==> config.mk <==
export PLATFORM = sky130hd
export DESIGN_NAME = router_pkt_tx
export DESIGN_NICKNAME = d
export VERILOG_FILES = /design/src/rtl/router_pkg.sv /design/src/rtl/pkt_buf.sv /design/src/rtl/router_pkt_tx.sv
export SDC_FILE = /design/constraint.sdc
export NUM_CORES = 1
export LEC_CHECK = 0
export ABC_AREA = 1
export CAP_MARGIN = 20
export CORE_UTILIZATION = 45
export CTS_BUF_LIST = sky130_fd_sc_hd__clkbuf_4 sky130_fd_sc_hd__clkbuf_8 sky130_fd_sc_hd__clkbuf_16
export CTS_CLUSTER_SIZE = 14
export DETAILED_ROUTE_END_ITERATION = 6
export DONT_BUFFER_PORTS = 1
export GPL_ROUTABILITY_DRIVEN = 0
export PLACE_DENSITY_LB_ADDON = 0.08
export SKIP_CTS_REPAIR_TIMING = 1
export SLEW_MARGIN = 20
export SYNTH_ARGS = -nofsm -noshare
export SYNTH_HDL_FRONTEND = slang
export SYNTH_SLANG_ARGS = --single-unit
==> constraint.sdc <==
create_clock -name clock -period 2.7 [get_ports clock]
set_input_delay 0.405 -clock clock [delete_from_list [all_inputs] [get_ports clock]]
set_output_delay 0.405 -clock clock [all_outputs]
set_load 0.03 [all_outputs]
==> src/rtl/router_pkg.sv <==
// Shared types and constants for the router ingress packet transmitter.
package router_pkg;

  typedef enum logic [2:0] {
    StIdle,
    StLoad,
    StHeader,
    StPayload,
    StParity,
    StErrChk,
    StGap
  } tx_state_e;

  localparam logic [1:0]  ADDR_ILLEGAL = 2'b11;
  localparam int unsigned MAX_LEN      = 63;

  // Header byte as seen by the router: length in [7:2], destination in [1:0].
  function automatic logic [7:0] pack_header(input logic [5:0] len, input logic [1:0] addr);
    return {len, addr};
  endfunction

endpackage

==> src/rtl/pkt_buf.sv <==
// Packet payload store: synchronous write, asynchronous read.
module pkt_buf #(
  parameter int unsigned Depth = 64,
  parameter int unsigned AddrW = 6
) (
  input  logic             clk_i,
  input  logic             wr_en_i,
  input  logic [AddrW-1:0] wr_ptr_i,
  input  logic [7:0]       wr_data_i,
  input  logic [AddrW-1:0] rd_ptr_i,
  output logic [7:0]       rd_data_o
);

  logic [7:0] mem_q [Depth];

  // Capture one payload byte per accepted handshake; contents need no reset.
  always_ff @(posedge clk_i) begin
    if (wr_en_i) begin
      mem_q[wr_ptr_i] <= wr_data_i;
    end
  end

  assign rd_data_o = mem_q[rd_ptr_i];

endmodule

==> src/rtl/router_pkt_tx.sv <==
// Router ingress packet source: buffers a full packet, then sends header,
// payload and parity without bubbles, honouring busy and reporting err.
module router_pkt_tx
  import router_pkg::*;
#(
  parameter int unsigned MIN_GAP  = 2,
  parameter int unsigned ERR_WAIT = 3
) (
  input  logic       clock,
  input  logic       resetn,
  input  logic       tx_req,
  input  logic [1:0] tx_addr,
  input  logic [5:0] tx_len,
  input  logic       tx_inject_err,
  output logic       req_ready,
  output logic       tx_rej,
  input  logic       pld_valid,
  input  logic [7:0] pld_data,
  output logic       pld_ready,
  output logic       pkt_valid,
  output logic [7:0] data_out,
  input  logic       busy,
  input  logic       err,
  output logic       tx_done,
  output logic       tx_err
);

  localparam logic [7:0] ErrWaitInit = 8'(ERR_WAIT);
  localparam logic [7:0] MinGapInit  = 8'(MIN_GAP);

  tx_state_e  state_q;
  logic [1:0] addr_q;
  logic [5:0] len_q;
  logic       inject_q;
  logic [5:0] wr_ptr_q;
  logic [5:0] rd_ptr_q;
  logic [7:0] parity_q;
  logic [7:0] cnt_q;
  logic       sticky_q;
  logic [7:0] rd_data;
  logic       wr_en;

  assign req_ready = (state_q == StIdle);
  // Drops as soon as the count is complete, without waiting for a state change.
  assign pld_ready = (state_q == StLoad) && (wr_ptr_q != len_q);
  assign wr_en     = pld_valid && pld_ready;

  pkt_buf #(
    .Depth (MAX_LEN + 1),
    .AddrW (6)
  ) u_pkt_buf (
    .clk_i     (clock),
    .wr_en_i   (wr_en),
    .wr_ptr_i  (wr_ptr_q),
    .wr_data_i (pld_data),
    .rd_ptr_i  (rd_ptr_q),
    .rd_data_o (rd_data)
  );

  // Transmit FSM with registered router-side and client-side outputs.
  always_ff @(posedge clock or negedge resetn) begin
    if (!resetn) begin
      state_q   <= StIdle;
      addr_q    <= '0;
      len_q     <= '0;
      inject_q  <= 1'b0;
      wr_ptr_q  <= '0;
      rd_ptr_q  <= '0;
      parity_q  <= '0;
      cnt_q     <= '0;
      sticky_q  <= 1'b0;
      pkt_valid <= 1'b0;
      data_out  <= '0;
      tx_rej    <= 1'b0;
      tx_done   <= 1'b0;
      tx_err    <= 1'b0;
    end else begin
      tx_rej  <= 1'b0;
      tx_done <= 1'b0;
      tx_err  <= 1'b0;
      case (state_q)
        StIdle: begin
          if (tx_req) begin
            if (tx_addr == ADDR_ILLEGAL || tx_len == 6'd0) begin
              tx_rej <= 1'b1;
            end else begin
              addr_q   <= tx_addr;
              len_q    <= tx_len;
              inject_q <= tx_inject_err;
              parity_q <= pack_header(tx_len, tx_addr);
              wr_ptr_q <= '0;
              rd_ptr_q <= '0;
              state_q  <= StLoad;
            end
          end
        end
        StLoad: begin
          if (wr_en) begin
            parity_q <= parity_q ^ pld_data;
            wr_ptr_q <= wr_ptr_q + 6'd1;
            if (wr_ptr_q + 6'd1 == len_q) begin
              pkt_valid <= 1'b1;
              data_out  <= pack_header(len_q, addr_q);
              state_q   <= StHeader;
            end
          end
        end
        StHeader: begin
          // rd_ptr_q is 0 here, so rd_data is the first payload byte.
          if (!busy) begin
            data_out <= rd_data;
            rd_ptr_q <= 6'd1;
            state_q  <= StPayload;
          end
        end
        StPayload: begin
          if (!busy) begin
            if (rd_ptr_q != len_q) begin
              data_out <= rd_data;
              rd_ptr_q <= rd_ptr_q + 6'd1;
            end else begin
              pkt_valid <= 1'b0;
              data_out  <= parity_q ^ {7'b0, inject_q};
              state_q   <= StParity;
            end
          end
        end
        StParity: begin
          if (!busy) begin
            data_out <= '0;
            cnt_q    <= ErrWaitInit;
            sticky_q <= 1'b0;
            state_q  <= StErrChk;
          end
        end
        StErrChk: begin
          sticky_q <= sticky_q | err;
          if (cnt_q <= 8'd1) begin
            tx_done <= 1'b1;
            tx_err  <= sticky_q | err;
            if (MIN_GAP == 0) begin
              state_q <= StIdle;
            end else begin
              cnt_q   <= MinGapInit;
              state_q <= StGap;
            end
          end else begin
            cnt_q <= cnt_q - 8'd1;
          end
        end
        StGap: begin
          if (cnt_q <= 8'd1) begin
            state_q <= StIdle;
          end else begin
            cnt_q <= cnt_q - 8'd1;
          end
        end
        default: state_q <= StIdle;
      endcase
    end
  end

endmodule

Yosys cells after proc, flatten, opt, wreduce, memory -nomap -nowiden:

Memory sizes are Yosys's and may differ from the RTL's.
Cells that the tools add are included.

* flip-flop bits (word level): 53
* memory bits (writable): 512
* input bits: 23
* memories: 1

Memories
* u_pkt_buf.mem_q: depth 64, width 8, rd ports 1, clocked after Yosys merged registers in 0, wr ports 1, RTL line pkt_buf.sv:14 `logic [7:0] mem_q [Depth];`

* add/sub/neg operators: 3
* $lt $le $gt $ge: 1
* equality and inequality tests: 22
* muxes and demuxes: 50
* bitwise gates (word level): 4
* reductions and logical operators: 19

Operators with widths (count)
* two-way mux 8 bit: 12
* two-way mux 6 bit: 6
* case mux 8 bit (4 select lines): 1
* two-way mux 3 bit: 10
* case mux 8 bit (3 select lines): 1
* case mux 3 bit (7 select lines): 1
* inequality test 2 bit (second input constant): 10
* case mux 6 bit (3 select lines): 1
* case mux 8 bit (2 select lines): 1
* two-way mux 1 bit: 14
* adder 6 x 1 -> 6 bit (second input constant): 2
* inequality test 6 bit: 2
* case mux 6 bit (2 select lines): 1
* AND reduction 6 bit: 2
* AND reduction 10 bit: 1
* == test 3 bit (second input constant): 3
* less-or-equal comparator 8 x 1 -> 1 bit (second input constant): 1
* subtractor 8 x 1 -> 8 bit (second input constant): 1
* XOR 8 x 1 -> 8 bit: 1
* XOR 8 bit: 1
* == test 3 x 2 -> 1 bit (second input constant): 2
* == test 6 bit: 1
* logical NOT 6 bit: 1
* AND reduction 3 bit: 2
* 15 further kinds: 21

Longest topological paths before layout:

Gate-level depths: netlist (run 1).

* depth after elaboration: 5
* depth in mapped cells: 15
* depth with buffers taken out: 13

Cells and area by module:

From an unflattened synthesis (run 1), not the netlist that was laid out.

* cell total of the unflattened synthesis: 2223
* area, all modules: 24457.2 sq um

Modules (own cells, without submodules)
* pkt_buf: times used 1, cells each 1797, area each 21179.1 sq um, sequential area each 15374.7 sq um
* router_pkt_tx: times used 1, cells each 426, area each 3278.1 sq um, sequential area each 1326.3 sq um

Least setup slack after synthesis (run 1):

OpenSTA, ideal clock, no wires.

* path kind: reg2reg
* from: reg state_q[1]
* to: mem u_pkt_buf.mem_q[57][0] (enable)
* data arrival time: 1.747 ns
* required time: 2.330 ns
* setup slack: 0.583 ns
* cell stages (with the launch flop): 8
* clock period less this slack: 2.117 ns
* cells stage by stage: dfrtp_1 > inv_1 > nand2_1 > nor2_1 > nand3_4 > nor2_2 > nand2_1 > nor2_1

* longest elaborated chain between the ends: 5

RTL lines
* start: declaration: RTL line router_pkt_tx.sv:31 `tx_state_e state_q;`
* start signal: assignment: RTL line router_pkt_tx.sv:63 `state_q <= StIdle;`
* start signal: assignment: RTL line router_pkt_tx.sv:93 `state_q <= StLoad;`
* start signal: assignment: RTL line router_pkt_tx.sv:104 `state_q <= StHeader;`
* == test 3 x 1 -> 1 bit: RTL line router_pkt_tx.sv:45 `assign pld_ready = (state_q == StLoad) && (wr_ptr_q != len_q);`
* logical AND 1 bit: RTL line router_pkt_tx.sv:45
* logical AND 1 bit: RTL line router_pkt_tx.sv:46 `assign wr_en = pld_valid && pld_ready;`
* two-way mux 1 bit: RTL line pkt_buf.sv:18 `if (wr_en_i) begin`
* two-way mux 1 bit (implied by the code): RTL line pkt_buf.sv:19 `mem_q[wr_ptr_i] <= wr_data_i;`
* end: declaration: RTL line pkt_buf.sv:14

Every way passes these cells.

Worst setup path after layout (run 1):

* from: reg state_q[0]
* to: out pld_ready

* longest elaborated chain between the ends: 2

RTL lines
* == test 3 x 1 -> 1 bit: RTL line router_pkt_tx.sv:45
* logical AND 1 bit: RTL line router_pkt_tx.sv:45
* end: declaration: RTL line router_pkt_tx.sv:19 `output logic pld_ready,`

Every way passes these cells.

==> flow_summary.json, run 1 <==
{
  "min-delay-start": "err",
  "critical_path.reg2reg.endpoint": "u_pkt_buf.mem_q[53][5]",
  "crit_fanout": 12,
  "drtIter0Drc": 1692,
  "initial_antenna_violation_count": 0,
  "p_per_area_nw_per_um2": 855,
  "worst_r2r_path_depth": 10,
  "cts_buffers": 60,
  "ys.flop_type": "sky130_fd_sc_hd__edfxtp_1",
  "grt_pass1_vias": 16300,
  "cts.reportedPaths.clkPinSlew_ns": 0.07,
  "timing.max_slew.rel_slack_pct": 55.5,
  "ctsLongestPathBuffers": 3,
  "post_layout_nonfiller_instances": 3250,
  "worstSetupStartpointType": "flip-flop",
  "tightestPinTransition_ns": 0.667,
  "synthesis.nets": 2453,
  "fmax_mhz": 395,
  "synth.lib_cells_used.distinct": 43,
  "placeableCoreArea_sq_um": 54100,
  "io_pins": 37,
  "placement.cell_area_sq_um": 26200,
  "layout_min_cycle_time_ns": 2.53,
  "timing.setup.tns_ns": 0,
  "synth-async-reset-ratio_pct": 9.38,
  "synth-seq-area-share_pct": 67.3,
  "area.growth.synth_to_final_pct": 14.6,
  "post_drt_via_cell_ratio": 5.23,
  "synth_edf_count": 512,
  "ant_diodes": 0,
  "skew_ns": 0.0253,
  "setup_slack_ns": 0.171,
  "post-route-period-util_pct": 93.7,
  "postRouteWirelength_um": 67700,
  "clock_latency_late_sink_ns": 0.65,
  "mean_area_per_synthesized_cell_sq_um": 10.2,
  "post-dp-hpwl_um": 40200,
  "yosys_warnings": 0,
  "netlist_area_sq_um": 24800,
  "die_area_sq_um": 56100,
  "grt_first_pass_wirelength_um": 101000,
  "root_buffer": "sky130_fd_sc_hd__clkbuf_16",
  "synth_area_leaders": "sky130_fd_sc_hd__edfxtp_1 62%, sky130_fd_sc_hd__nand2_1 13%, sky130_fd_sc_hd__nand3_1 5.8%, sky130_fd_sc_hd__dfrtp_1 5.3%, sky130_fd_sc_hd__inv_1 3.2%",
  "worst_setup_path_startpoint": "state_q[0]",
  "drt-pass1-iter-count": 6,
  "cts_max_level": 2,
  "worstPathArrival_ns": 2.12,
  "overall_power_mw": 24.3,
  "die_width_um": 237,
  "finalMaxSlewViolations": 0,
  "antenna_left": 0,
  "grt_use_total_pct": 24.1,
  "violations": "negative hold slack",
  "sort_of_element_at_the_end_of_the_critical_path": "primary output",
  "final_layout_size_suffix_gt1_share_pct": 10.5,
  "synth_top_area_cell": "sky130_fd_sc_hd__edfxtp_1",
  "max-vdd-ir-drop_v": 0.000547,
  "holdWs_ns": -0.00707,
  "finalCoreUtilization_pct": 52.5,
  "tritoncts_num_sinks": 565,
  "run_status": "finished, violations left",
  "power.leakage_nw": 11.4,
  "fin_area_sq_um": 28400,
  "row_count": 85,
  "synth-seq-cells": 565,
  "gr-total-overflow": 0,
  "min_delay_path_depth": 2,
  "timing.max_cap.violations": 0,
  "hold_path_endpoint": "sticky_q",
  "drc_errors": 0,
  "timing.reg2reg.setup_slack_ns": 0.29,
  "grt_setup_unrepaired": "no",
  "class_of_the_worst_hold_path": "in -> reg",
  "cts_tree": "yes",
  "yosysTopAreaCellShare_pct": 61.9,
  "placedCellCount": 3119,
  "nets": 2532,
  "syn-instance-count": 2426,
  "average_wire_per_cell_in_the_routed_design_um": 20.8,
  "place.port_buffers": 0,
  "reg2reg_from": "len_q[4]",
  "post-place-ws_ns": 0.369,
  "routed-via-count": 17000,
  "die_h_um": 237,
  "final-setup-viol-count": 0,
  "floorplan.initialDensity_pct": 45.8,
  "cp.required_ns": 2.30,
  "finalHoldViolations": 3,
  "largest_net_degree_at_the_start_of_global_routing": 129,
  "timing_worst_setup_path_type": "reg -> out"
}
-- per-layer routing --
layer,track usage (%),routed length (um),vias to the layer above
li1,-,-,8205
met1,33.8,30400,8191
met2,38.3,31000,514
met3,4.52,4590,97
met4,6.65,1630,0
met5,0,0,-
-- area by class of cell --
| class | count | area, sq um |
|---|---|---|
| multi-input cells | 1517 | 6700 |
| flip-flops and latches | 565 | 16700 |
| repair buffers | 135 | 1370 |
| clock inverters | 34 | 284 |
| fillers | 4851 | 25700 |
| clock buffers | 77 | 1650 |
| inverters | 226 | 855 |
| well taps | 696 | 871 |
-- cell usage after synthesis (2+ instances only) --
library cell and instances:
sky130_fd_sc_hd__dfrtp_1 53, sky130_fd_sc_hd__o21ai_0 56, sky130_fd_sc_hd__edfxtp_1 512, sky130_fd_sc_hd__xor2_1 18
sky130_fd_sc_hd__clkbuf_1 32, sky130_fd_sc_hd__nor2_1 192, sky130_fd_sc_hd__o21ai_1 2, sky130_fd_sc_hd__nor3_1 3
sky130_fd_sc_hd__buf_1 6, sky130_fd_sc_hd__a31oi_1 2, sky130_fd_sc_hd__o22ai_1 5, sky130_fd_sc_hd__inv_1 213
sky130_fd_sc_hd__nor2_4 2, sky130_fd_sc_hd__o211ai_1 26, sky130_fd_sc_hd__clkinv_1 5, sky130_fd_sc_hd__nand2_4 2
sky130_fd_sc_hd__nand4_2 2, sky130_fd_sc_hd__nor2_2 4, sky130_fd_sc_hd__buf_4 7, sky130_fd_sc_hd__ha_1 4
sky130_fd_sc_hd__nor3_2 9, sky130_fd_sc_hd__xnor2_1 10, sky130_fd_sc_hd__nand2_2 3, sky130_fd_sc_hd__buf_2 72
sky130_fd_sc_hd__o21a_1 3, sky130_fd_sc_hd__nand3_2 3, sky130_fd_sc_hd__inv_2 8, sky130_fd_sc_hd__o31ai_1 4
sky130_fd_sc_hd__a21oi_1 37, sky130_fd_sc_hd__nand4_1 5, sky130_fd_sc_hd__nand2_1 827, sky130_fd_sc_hd__nand3_1 288
-- worst max-delay path, stage by stage, from the launching register on --
cell	delay (ns)
sky130_fd_sc_hd__dfrtp_1	0.51
sky130_fd_sc_hd__nand2_1	0.12
sky130_fd_sc_hd__nor2_1	0.24
sky130_fd_sc_hd__buf_4	0.28
sky130_fd_sc_hd__nand2_1	0.11
sky130_fd_sc_hd__inv_1	0.22
-- sequential cells by signal, indices dropped and copies added, names as in the netlist, 2 cells and up --
name and count:
u_pkt_buf.mem_q 512, cnt_q 8, data_out 8, parity_q 8
len_q 6, rd_ptr_q 6, wr_ptr_q 6, state_q 3
addr_q 2
-- logic make-up (layout without fill, tap and decap cells) --
family / count (synthesis) / in the layout / synth area share (%)
buffers and inverters: 344 / 472 / 5.70
xor gates and xnor gates: 28 / 28 / 0.988
DFF: 565 / 565 / 67.3
AOI/OAI and AO/OA: 138 / 138 / 3.22
adders and majority gates: 4 / 4 / 0.202
muxes: 1 / 1 / 0.0454
and+or+nand+nor: 1346 / 1346 / 22.6
-- worst max-delay path by stage --
stage                              to  slack (ns)  depth (start not counted)
4_1_cts                     pld_ready        0.17                          5
6_report                    pld_ready        0.17                          5
5_1_grt                     pld_ready        0.06                          5
3_3_place_gp   u_pkt_buf.mem_q[53][2]        0.38                          8
2_1_floorplan  u_pkt_buf.mem_q[57][0]        0.58                          7
3_5_place_dp   u_pkt_buf.mem_q[53][7]        0.37                          8
-- report_power, final --
| part | switching, mW | total, mW | internal, mW | leakage [nW] |
|---|---|---|---|---|
| registers | 0.464 | 10.4 | 9.89 | 5.28 |
| clock network | 3.46 | 8.07 | 4.60 | 0.967 |
| logic | 4.12 | 5.90 | 1.78 | 5.13 |
-- layout by cell type (no fill, tap or decap), drive strengths merged --
master         n
a21oi         38
a31oi          2
and2           1
buf          124
bufinv         3
clkbuf        77
clkinv        31
clkinvlp       4
dfrtp         53
dlygate4sd3   11
edfxtp       512
ha             4
inv          222
mux2           1
nand2        832
nand3        292
nand3b         1
nand4          7
nor2         198
nor3          12
nor3b          1
nor4           1
o211ai        26
o21a           3
o21ai         59
o21bai         1
o22ai          5
o31ai          4
or2            1
xnor2         10
xor2          18
(Power assumes the default switching activity.)
==> inputs of run 2 (changes only) <==
- GPL_TIMING_DRIVEN: default -> 0
==> run 2 against run 1 <==
Net effect:
- the run ends with negative hold slack, negative setup slack left
- clock skew fell by 0.0094 ns
- non-clock buffer count rose by 6
- cell count rose by 0.22%
- combinational power rose by 8.5%
- power rose by 3.8%
- sequential cell count did not move
- critical endpoint is now u_pkt_buf.mem_q[25][4]
- largest power group unchanged
==> flow_summary.json, run 2 (synthesized netlist as in run 1, its figures left out) <==
{
  "run_status": "finished, violations left",
  "violations": "negative hold slack, negative setup slack",
  "layout_min_cycle_time_ns": 2.94,
  "globalRouteMet1Util_pct": 38.4,
  "floorplan.initialDensity_pct": 45.8,
  "crit_fanout": 10,
  "layout_commonest_cell": "sky130_fd_sc_hd__nand2_1",
  "cts_buffers": 60,
  "worstSetupStartpointType": "flip-flop",
  "clock_latency_late_sink_ns": 0.65,
  "timing_worst_setup_path_type": "reg -> reg",
  "setup_slack_ns": -0.243,
  "grt_use_total_pct": 26.4,
  "worstPathArrival_ns": 3.22,
  "area.growth.synth_to_final_pct": 14.7,
  "drc_errors": 0,
  "postRouteWirelength_um": 74700,
  "largest_net_degree_at_the_start_of_global_routing": 66,
  "final_layout_size_suffix_gt1_share_pct": 11.7,
  "p_per_area_nw_per_um2": 887,
  "timing.setup.tns_ns": -28.85,
  "post-route-period-util_pct": 109,
  "reg2reg_from": "state_q[1]",
  "timing.max_cap.violations": 0,
  "tritoncts_num_sinks": 565,
  "timing.reg2reg.setup_slack_ns": -0.24,
  "seq_power_share_pct": 41.0,
  "p_comb_share_pct": 25.3,
  "grt_setup_unrepaired": "yes",
  "grt_pass1_vias": 16400,
  "drtIter0Drc": 1676,
  "placeableCoreArea_sq_um": 54100,
  "post_drt_via_cell_ratio": 5.35,
  "die_area_sq_um": 56100,
  "busiest_layer": "met2",
  "final-setup-viol-count": 219,
  "finalHoldViolations": 2,
  "grt_use_met3_pct": 4.27,
  "nets": 2538,
  "fillers": 4810,
  "die_width_um": 237,
  "timing.max_slew.rel_slack_pct": 30.9,
  "finalMaxSlewViolations": 0,
  "post-dp-hpwl_um": 49000,
  "grt_first_pass_wirelength_um": 108000,
  "cts.reportedPaths.clkPinSlew_ns": 0.06,
  "holdWs_ns": -0.0156,
  "tightestPinTransition_ns": 1.03,
  "fmax_mhz": 340,
  "antenna_left": 0,
  "clock_power_share_pct": 33.7,
  "ctsLongestPathBuffers": 3,
  "sw_frac_of_total_pct": 33.9,
  "min-delay-start": "pld_data[0]",
  "cts_max_level": 2,
  "initial_antenna_violation_count": 2,
  "largest_register_ffs": 512,
  "row_count": 85,
  "max-vdd-ir-drop_v": 0.000550,
  "place.port_buffers": 0,
  "sort_of_element_at_the_end_of_the_critical_path": "flip-flop",
  "cts_tree": "yes",
  "gr-total-overflow": 0,
  "cp.required_ns": 2.97,
  "worst_setup_path_startpoint": "state_q[1]",
  "power.leakage_nw": 11.2,
  "routed-via-count": 17400,
  "io_pins": 37,
  "root_buffer": "sky130_fd_sc_hd__clkbuf_16",
  "fin_area_sq_um": 28500,
  "class_of_the_worst_hold_path": "in -> reg",
  "placement.cell_area_sq_um": 25700,
  "groute.layer.met2.usage_pct": 40.5,
  "average_wire_per_cell_in_the_routed_design_um": 22.9,
  "die_h_um": 237,
  "netSwitchingPower_mw": 8.56,
  "largest_register": "u_pkt_buf.mem_q",
  "drt-pass1-iter-count": 6,
  "skew_ns": 0.0159,
  "cellInternalPower_mw": 16.7,
  "layout_common_cells": "823 x sky130_fd_sc_hd__nand2_1, 512 x sky130_fd_sc_hd__edfxtp_1, 286 x sky130_fd_sc_hd__nand3_1"
}
[run 2: changes by cell type in the layout (fill, tap and decap cells not counted), sizes merged]
cell,previous run,this run
clkbuf,77,112
buf,124,92
bufinv,3,8
clkinvlp,4,2
diode,0,1
dlygate4sd3,11,10
inv,222,223
[run 2: critical path, stage by stage, from the launching register on]
cell and delay (ns):
sky130_fd_sc_hd__dfrtp_1 0.44, sky130_fd_sc_hd__inv_1 0.10, sky130_fd_sc_hd__nand2_1 0.07, sky130_fd_sc_hd__nor2_1 0.31, sky130_fd_sc_hd__nand3_4 0.25, sky130_fd_sc_hd__nor2_2 0.23
sky130_fd_sc_hd__nand2_1 0.43, sky130_fd_sc_hd__nor2_1 0.74
[run 2: through the flow]
step                total power, mW  cells  setup WS, ns  util [%]
global route                   26.3   3256        -0.363      52.6
global placement               16.5   3122        -0.425      47.5
floorplan                      14.4   2426         0.583         -
detailed placement             16.6   3122        -0.458      47.5
finish                         25.3   3257        -0.243      52.6
CTS                            25.0   3233        -0.474      51.2
[run 2: power by group through the flow]
stage               Sequential [mW]  Clock, mW  Combinational, mW
floorplan                      10.4          0               4.03
global placement               10.5          0               5.97
detailed placement             10.5          0               6.03
CTS                            10.3       8.63               6.06
global route                   10.4       8.94               7.00
finish                         10.3       8.51               6.40
[run 2: worst paths after layout]
kind                                     endpoint  cells after the start
min reg2reg                              sticky_q                      2
min in group asynchronous             parity_q[1]                      2
max                        u_pkt_buf.mem_q[25][4]                      7
min                                   parity_q[0]                      3
max reg2reg                u_pkt_buf.mem_q[25][4]                      7
max in group asynchronous                len_q[0]                      2
[run 2: area by class of cell]
| type | count | area (sq um) | area share (%) |
|---|---|---|---|
| inverter | 226 | 848 | 2.98 |
| multi-input combinational | 1517 | 7050 | 24.8 |
| clock buffer | 73 | 1620 | 5.68 |
| buffer | 118 | 601 | 2.11 |
| tap | 696 | 871 | 3.06 |
| timing repair buffer | 23 | 378 | 1.33 |
| clock inverter | 38 | 409 | 1.44 |
| sequential | 565 | 16700 | 58.6 |
| antenna | 1 | 2.50 | 0.00879 |
[run 2: metal layers]
metal,vias to the layer above,part of all wire [%]
li1,8262,-
met2,611,45
met5,-,0
met1,8458,45
met4,0,2.6
met3,96,7.5
